<file path="src/rtl/display_scan_if.sv">
// rtl/display_scan_if.sv - producer/decoder-side signal bundle for display_scan
interface display_scan_if #(
    parameter int NDIG = 8
);
    logic                load;
    logic [4*NDIG-1:0]   data;
    logic                busy;
    logic [4:0]          code;
    logic [NDIG-1:0]     an;
    logic                shown;

    modport master (
        output load, data, busy,
        input  code, an, shown
    );

    modport slave (
        input  load, data, busy,
        output code, an, shown
    );
endinterface

</file>
<file path="src/rtl/display_scan.sv">
// rtl/display_scan.sv - multiplexed 7-segment digit scanner (symbol code + active-low anode)
// Optional build macro: LEADING_ZERO_BLANK_EN blanks digits above the most significant nonzero nibble.
module display_scan #(
    parameter int NDIG     = 8,
    parameter int PRESCALE = 50000,
    parameter int PS_W     = 16
) (
    input  logic             clk,
    input  logic             rst_n,
    display_scan_if.slave    bus
);
    localparam int              IDX_W    = (NDIG > 1) ? $clog2(NDIG) : 1;
    localparam logic [IDX_W-1:0] LAST_IDX = IDX_W'(NDIG - 1);
    localparam logic [PS_W-1:0]  PS_LAST  = PS_W'(PRESCALE - 1);

    localparam logic [4:0] SYM_DASH  = 5'd16;
    localparam logic [4:0] SYM_BLANK = 5'd31;

    typedef enum logic [1:0] {
        BLANK = 2'd0,
        WAIT  = 2'd1,
        SHOW  = 2'd2
    } state_t;

    state_t              state;
    state_t              state_nxt;
    logic [PS_W-1:0]     ps;
    logic [IDX_W-1:0]    idx;
    logic [IDX_W-1:0]    idx_nxt;
    logic [4*NDIG-1:0]   dreg;
    logic                have;
    logic                tick;
    logic [3:0]          nib;
    logic [4:0]          sym_nxt;

    assign tick    = (ps == PS_LAST);
    assign idx_nxt = (idx == LAST_IDX) ? '0 : idx + 1'b1;

    // busy always wins; a load in the same cycle still lands in dreg
    always_comb begin
        state_nxt = state;
        case (state)
            BLANK: begin
                if (bus.busy)      state_nxt = WAIT;
                else if (bus.load) state_nxt = SHOW;
            end
            WAIT: begin
                if (!bus.busy) state_nxt = (have || bus.load) ? SHOW : BLANK;
            end
            SHOW: begin
                if (bus.busy) state_nxt = WAIT;
            end
            default: state_nxt = BLANK;
        endcase
    end

    always_comb begin
        nib = 4'h0;
        for (int i = 0; i < NDIG; i++) begin
            if (idx_nxt == IDX_W'(i)) nib = dreg[4*i +: 4];
        end
    end

`ifdef LEADING_ZERO_BLANK_EN
    logic [IDX_W-1:0] msd;

    // highest nonzero nibble; stays 0 for an all-zero word so digit 0 still lights
    always_comb begin
        msd = '0;
        for (int i = 0; i < NDIG; i++) begin
            if (dreg[4*i +: 4] != 4'h0) msd = IDX_W'(i);
        end
    end
`endif

    always_comb begin
        sym_nxt = SYM_BLANK;
        case (state)
            WAIT: sym_nxt = SYM_DASH;
            SHOW: begin
                sym_nxt = {1'b0, nib};
`ifdef LEADING_ZERO_BLANK_EN
                if (idx_nxt > msd) sym_nxt = SYM_BLANK;
`endif
            end
            default: sym_nxt = SYM_BLANK;
        endcase
    end

    always_ff @(posedge clk or negedge rst_n) begin
        if (!rst_n) begin
            ps        <= '0;
            idx       <= LAST_IDX;
            state     <= BLANK;
            dreg      <= '0;
            have      <= 1'b0;
            bus.code  <= SYM_BLANK;
            bus.an    <= '1;
            bus.shown <= 1'b0;
        end else begin
            ps <= tick ? '0 : ps + 1'b1;

            // code and anode move together so the decoder never sees a mixed pair
            if (tick) begin
                idx      <= idx_nxt;
                bus.an   <= ~(NDIG'(1) << idx_nxt);
                bus.code <= sym_nxt;
            end

            if (bus.load) begin
                dreg <= bus.data;
                have <= 1'b1;
            end

            state     <= state_nxt;
            bus.shown <= (state_nxt == SHOW);
        end
    end
endmodule

</file>
<file path="src/flat_wrapper.sv">
// flat-port wrapper written by rule: the top's interface ports become plain ports
module display_scan_flat 
#(
    parameter int NDIG     = 8,
    parameter int PRESCALE = 50000,
    parameter int PS_W     = 16
)
  (clk, rst_n, bus_load, bus_data, bus_busy, bus_code, bus_an, bus_shown);
  display_scan_if #(.NDIG(NDIG)) bus_i ();
  input  logic clk;
  input  logic rst_n;
  input wire logic [$bits(bus_i.load)-1:0] bus_load;
  input wire logic [$bits(bus_i.data)-1:0] bus_data;
  input wire logic [$bits(bus_i.busy)-1:0] bus_busy;
  output wire logic [$bits(bus_i.code)-1:0] bus_code;
  output wire logic [$bits(bus_i.an)-1:0] bus_an;
  output wire logic [$bits(bus_i.shown)-1:0] bus_shown;
  assign bus_i.load = bus_load;
  assign bus_i.data = bus_data;
  assign bus_i.busy = bus_busy;
  assign bus_code = bus_i.code;
  assign bus_an = bus_i.an;
  assign bus_shown = bus_i.shown;
  display_scan #(.NDIG(NDIG), .PRESCALE(PRESCALE), .PS_W(PS_W)) u_core (.clk(clk), .rst_n(rst_n), .bus(bus_i));
endmodule
</file>
<file path="config.mk">
export PLATFORM = sky130hd
export DESIGN_NAME = display_scan_flat
export DESIGN_NICKNAME = d
export VERILOG_FILES = /design/src/rtl/display_scan_if.sv /design/src/rtl/display_scan.sv /design/src/flat_wrapper.sv
export SDC_FILE = /design/constraint.sdc
export NUM_CORES = 1
export LEC_CHECK = 0
export ABC_AREA = 1
export CORE_UTILIZATION = 45
export DETAILED_ROUTE_END_ITERATION = 8
export HOLD_SLACK_MARGIN = 0.08
export PLACE_DENSITY = 0.79
export SETUP_SLACK_MARGIN = 0.2
export SLEW_MARGIN = 20
export SYNTH_ARGS = -nofsm -noshare
export SYNTH_HDL_FRONTEND = slang
export SYNTH_SLANG_ARGS = --single-unit
export TNS_END_PERCENT = 20
</file>
<file path="constraint.sdc">
create_clock -name clk -period 3.2 [get_ports clk]
set_input_delay 0.64 -clock clk [delete_from_list [all_inputs] [get_ports clk]]
set_output_delay 0.64 -clock clk [all_outputs]
set_load 0.005 [all_outputs]
</file>
==> impl_metrics.json <==
{
  "outcome": "finished clean",
  "die_width_um": 89.0,
  "chipHeight_um": 89.0,
  "synth.net_count": 449,
  "vias": 2714,
  "routedWlPerCell_um": 12.1,
  "fin_cells": 560,
  "synth_top_family_by_area": "simple AND/OR/NAND/NOR gates",
  "period_share_pct": 65.4,
  "post_route_setup_tns_ps": 0,
  "post_route_cells_drive_above_1_share_pct": 15.8,
  "cp_startpoint_kind": "register",
  "worstPathRequired_ps": 3490,
  "worst_skew_pair.late_latency_ps": 350,
  "synth_ff_type": "dfrtp_1",
  "cp-end-kind": "register",
  "wl_um": 6770,
  "synth_mux_area_share_pct": 1.32,
  "placedCellCount": 544,
  "reg2reg_setup_slack_ps": 1110,
  "cts_made_buffers": 9,
  "floorplan.die_area_mm2": 0.00792,
  "globalRouteTotalUtil_pct": 19.7,
  "clock-skew-final_ps": 11.9,
  "buffer_ports.inserted": 49,
  "number_of_antenna_violations_at_the_first_check_in_global_routing": 0,
  "gp_congestion": 0.894,
  "synth_area_mm2": 0.00341,
  "postSynth.asyncResetShare_pct": 100,
  "power.static_leakage_nw": 1.98,
  "worstSetupStartpoint": "u_core.idx[0]$_DFFE_PN1N_",
  "finish.net_count": 499,
  "synth_enable_flop_cells": 0,
  "initial_core_util_pct": 46.7,
  "cp_data_arrival_time_ps": 2380,
  "synth_sequential_area_ratio_pct": 50.5,
  "post_synth_fa_ha_maj_area_fraction_pct": 2.57,
  "ys_seq_elements": 68,
  "rr_worst_depth": 13,
  "max_cap_viol_count": 0,
  "globalRouteOverflowTotal": 0,
  "vdd_drop_max_uv": 326,
  "report.final.setup_viol": 0,
  "routed_antenna_nets": 0,
  "rsz0062_at_grt": "false",
  "cts.htree.levels": 3,
  "hold_viol": 0,
  "tightestPinTransition_ps": 853,
  "criticalPathCategory": "register to register",
  "report.power.total_w": 0.00170,
  "post_synth_num_cell_types": 33,
  "floorplan.io_pins": 50,
  "design.core.area_mm2": 0.00729,
  "drt-pass1-iter-count": 4,
  "netlist_instances": 406,
  "worst_r2r_startpoint": "u_core.idx[0]$_DFFE_PN1N_",
  "yosysWarnings": 0,
  "syn_avg_cell_area_um2": 8.39,
  "routed_via_density": 4.85,
  "clock_sinks": 68,
  "ctsRootBufferMaster": "clkbuf_8",
  "max_freq_mhz": 478,
  "grt_first_pass_wirelength_um": 11600,
  "grt_pass1_vias": 2598,
  "largest_fanout_on_the_critical_path": 9,
  "area_delta_synth_final_pct": 21.6,
  "critical_path.reg2reg.endpoint": "u_core.bus.code[0]$_DFFE_PN1N_",
  "post_synth_and_or_nand_nor_area_fraction_pct": 21.3,
  "postCtsResizedCells": 0,
  "cellPowerDensity_mw_per_mm2": 410,
  "maximum_number_of_buffers_from_clock_root_to_sink": 2,
  "grt_start_max_net_pins": 63,
  "max_slew_headroom_pct": 43.1,
  "antenna_cells_inserted": 0,
  "postCtsHoldBufs": 0,
  "rows": 31,
  "drc_errors": 0,
  "worst_setup_path_endpoint": "u_core.bus.code[0]$_DFFE_PN1N_",
  "cts_tree": "yes",
  "place_hpwl_um": 4970,
  "timing.hold.worst.class": "input pin to async pin",
  "first_iter_violations": 173,
  "post_cts_repair_timing_setup_buffer_count": 0,
  "finalMaxSlewViolations": 0,
  "min_period_ps": 2090,
  "area_fraction_in_compound_gates_after_synthesis_pct": 12.4,
  "path_clk_slew_ps": 80,
  "synth_xor_area_share_pct": 1.54
}
synthesized netlist by cell type (5+ instances only):
| cell | number | area, um^2 |
|---|---|---|
| nand2_1 | 106 | 398 |
| inv_1 | 70 | 263 |
| dfrtp_1 | 52 | 1300 |
| o21ai_0 | 43 | 215 |
| nor2_1 | 18 | 67.6 |
| dfstp_2 | 16 | 420 |
| a21oi_1 | 12 | 60.1 |
| nand3_1 | 11 | 55.1 |
| o21ai_2 | 9 | 78.8 |
| ha_1 | 7 | 87.6 |
| clkbuf_1 | 6 | 22.5 |
| inv_2 | 5 | 18.8 |
critical path, stage by stage, from the launching register on:
cell	delay, ps
dfstp_2	580
ha_1	170
ha_1	340
inv_2	170
nand2_2	130
o21ai_0	200
inv_1	60
nand2_1	70
nand2_1	50
nand2_1	70
nand2_1	50
nand2_1	50
nand2_1	50
nand2_1	60
through the flow:
| step | cell area, um^2 | hold WS [ps] | utilization [%] | worst slack [ps] |
|---|---|---|---|---|
| 2_1_floorplan | 3410 | 344 | - | 1400 |
| 3_3_place_gp | 3970 | 452 | 54.4 | 1260 |
| 3_5_place_dp | 3970 | 453 | 54.4 | 1170 |
| 4_1_cts | 4140 | 320 | 56.8 | 1140 |
| 5_1_grt | 4140 | 338 | 56.8 | 920 |
| 6_report | 4140 | 307 | 56.8 | 1110 |
flip-flops by register name, summed over array words and instances (netlist names):
register	count
u_core.bus.shown	1
u_core.dreg	32
u_core.idx	3
u_core.bus.an	8
u_core.bus.code	5
u_core.ps	16
u_core.state	2
u_core.have	1
placed cells by master (no fill, tap or decap), types with 7 or more instances in the layout:
cell and instances:
nand3_1 11, nor2_1 18, a21oi_1 12, o21ai_2 9
o21ai_0 43, inv_1 70, clkdlybuf4s50_1 47, clkbuf_8 10
ha_1 7, dfrtp_1 52, dfstp_2 16, nand2_1 106
cell families (layout without fill, tap and decap cells):
logic type,Yosys count,in the layout
AND/OR/NAND/NOR,161,161
buffers and inverters,87,142
AO/OA/AOI/OAI,73,73
flip-flops,68,68
adder cells (fa/ha/maj),7,7
XOR/XNOR,6,6
multiplexers,4,4
power by group:
part | internal [W] | switching [W] | leakage [nW]
sequential | 0.000900 | 0.0000148 | 0.806
clock | 0.000300 | 0.000333 | 0.0920
combinational | 0.0000710 | 0.0000794 | 1.08
total | 0.00127 | 0.000427 | 1.98
routing by layer:
metal / up-vias / routed length, um / track usage [%]
met3: 8 / 313 / 6.93
li1: 1369 / - / -
met4: 0 / 93 / 5.77
met2: 71 / 3300 / 32.0
met1: 1266 / 3070 / 24.9
met5: - / 0 / 0
area by class of cell:
class	count	area, um^2
multi-input combinational	251	1330
fill	688	3150
clock inverter	6	40.0
clock buffer	10	138
inverter	76	287
sequential	68	1720
timing repair buffer	50	500
tap	99	124
worst min-delay path by stage:
stage / slack (ps) / start / endpoint / cells after the start
after detailed placement: 450 / u_core.have$_DFFE_PN0P_ / u_core.have$_DFFE_PN0P_ / 1
after global placement: 450 / u_core.have$_DFFE_PN0P_ / u_core.have$_DFFE_PN0P_ / 1
after global routing: 340 / rst_n / u_core.ps[12]$_DFF_PN0_ / 1
final: 310 / rst_n / u_core.ps[12]$_DFF_PN0_ / 1
after floorplan: 340 / rst_n / u_core.bus.shown$_DFF_PN0_ / 0
after CTS: 320 / rst_n / u_core.ps[4]$_DFF_PN0_ / 1
(Power assumes the default switching activity.)
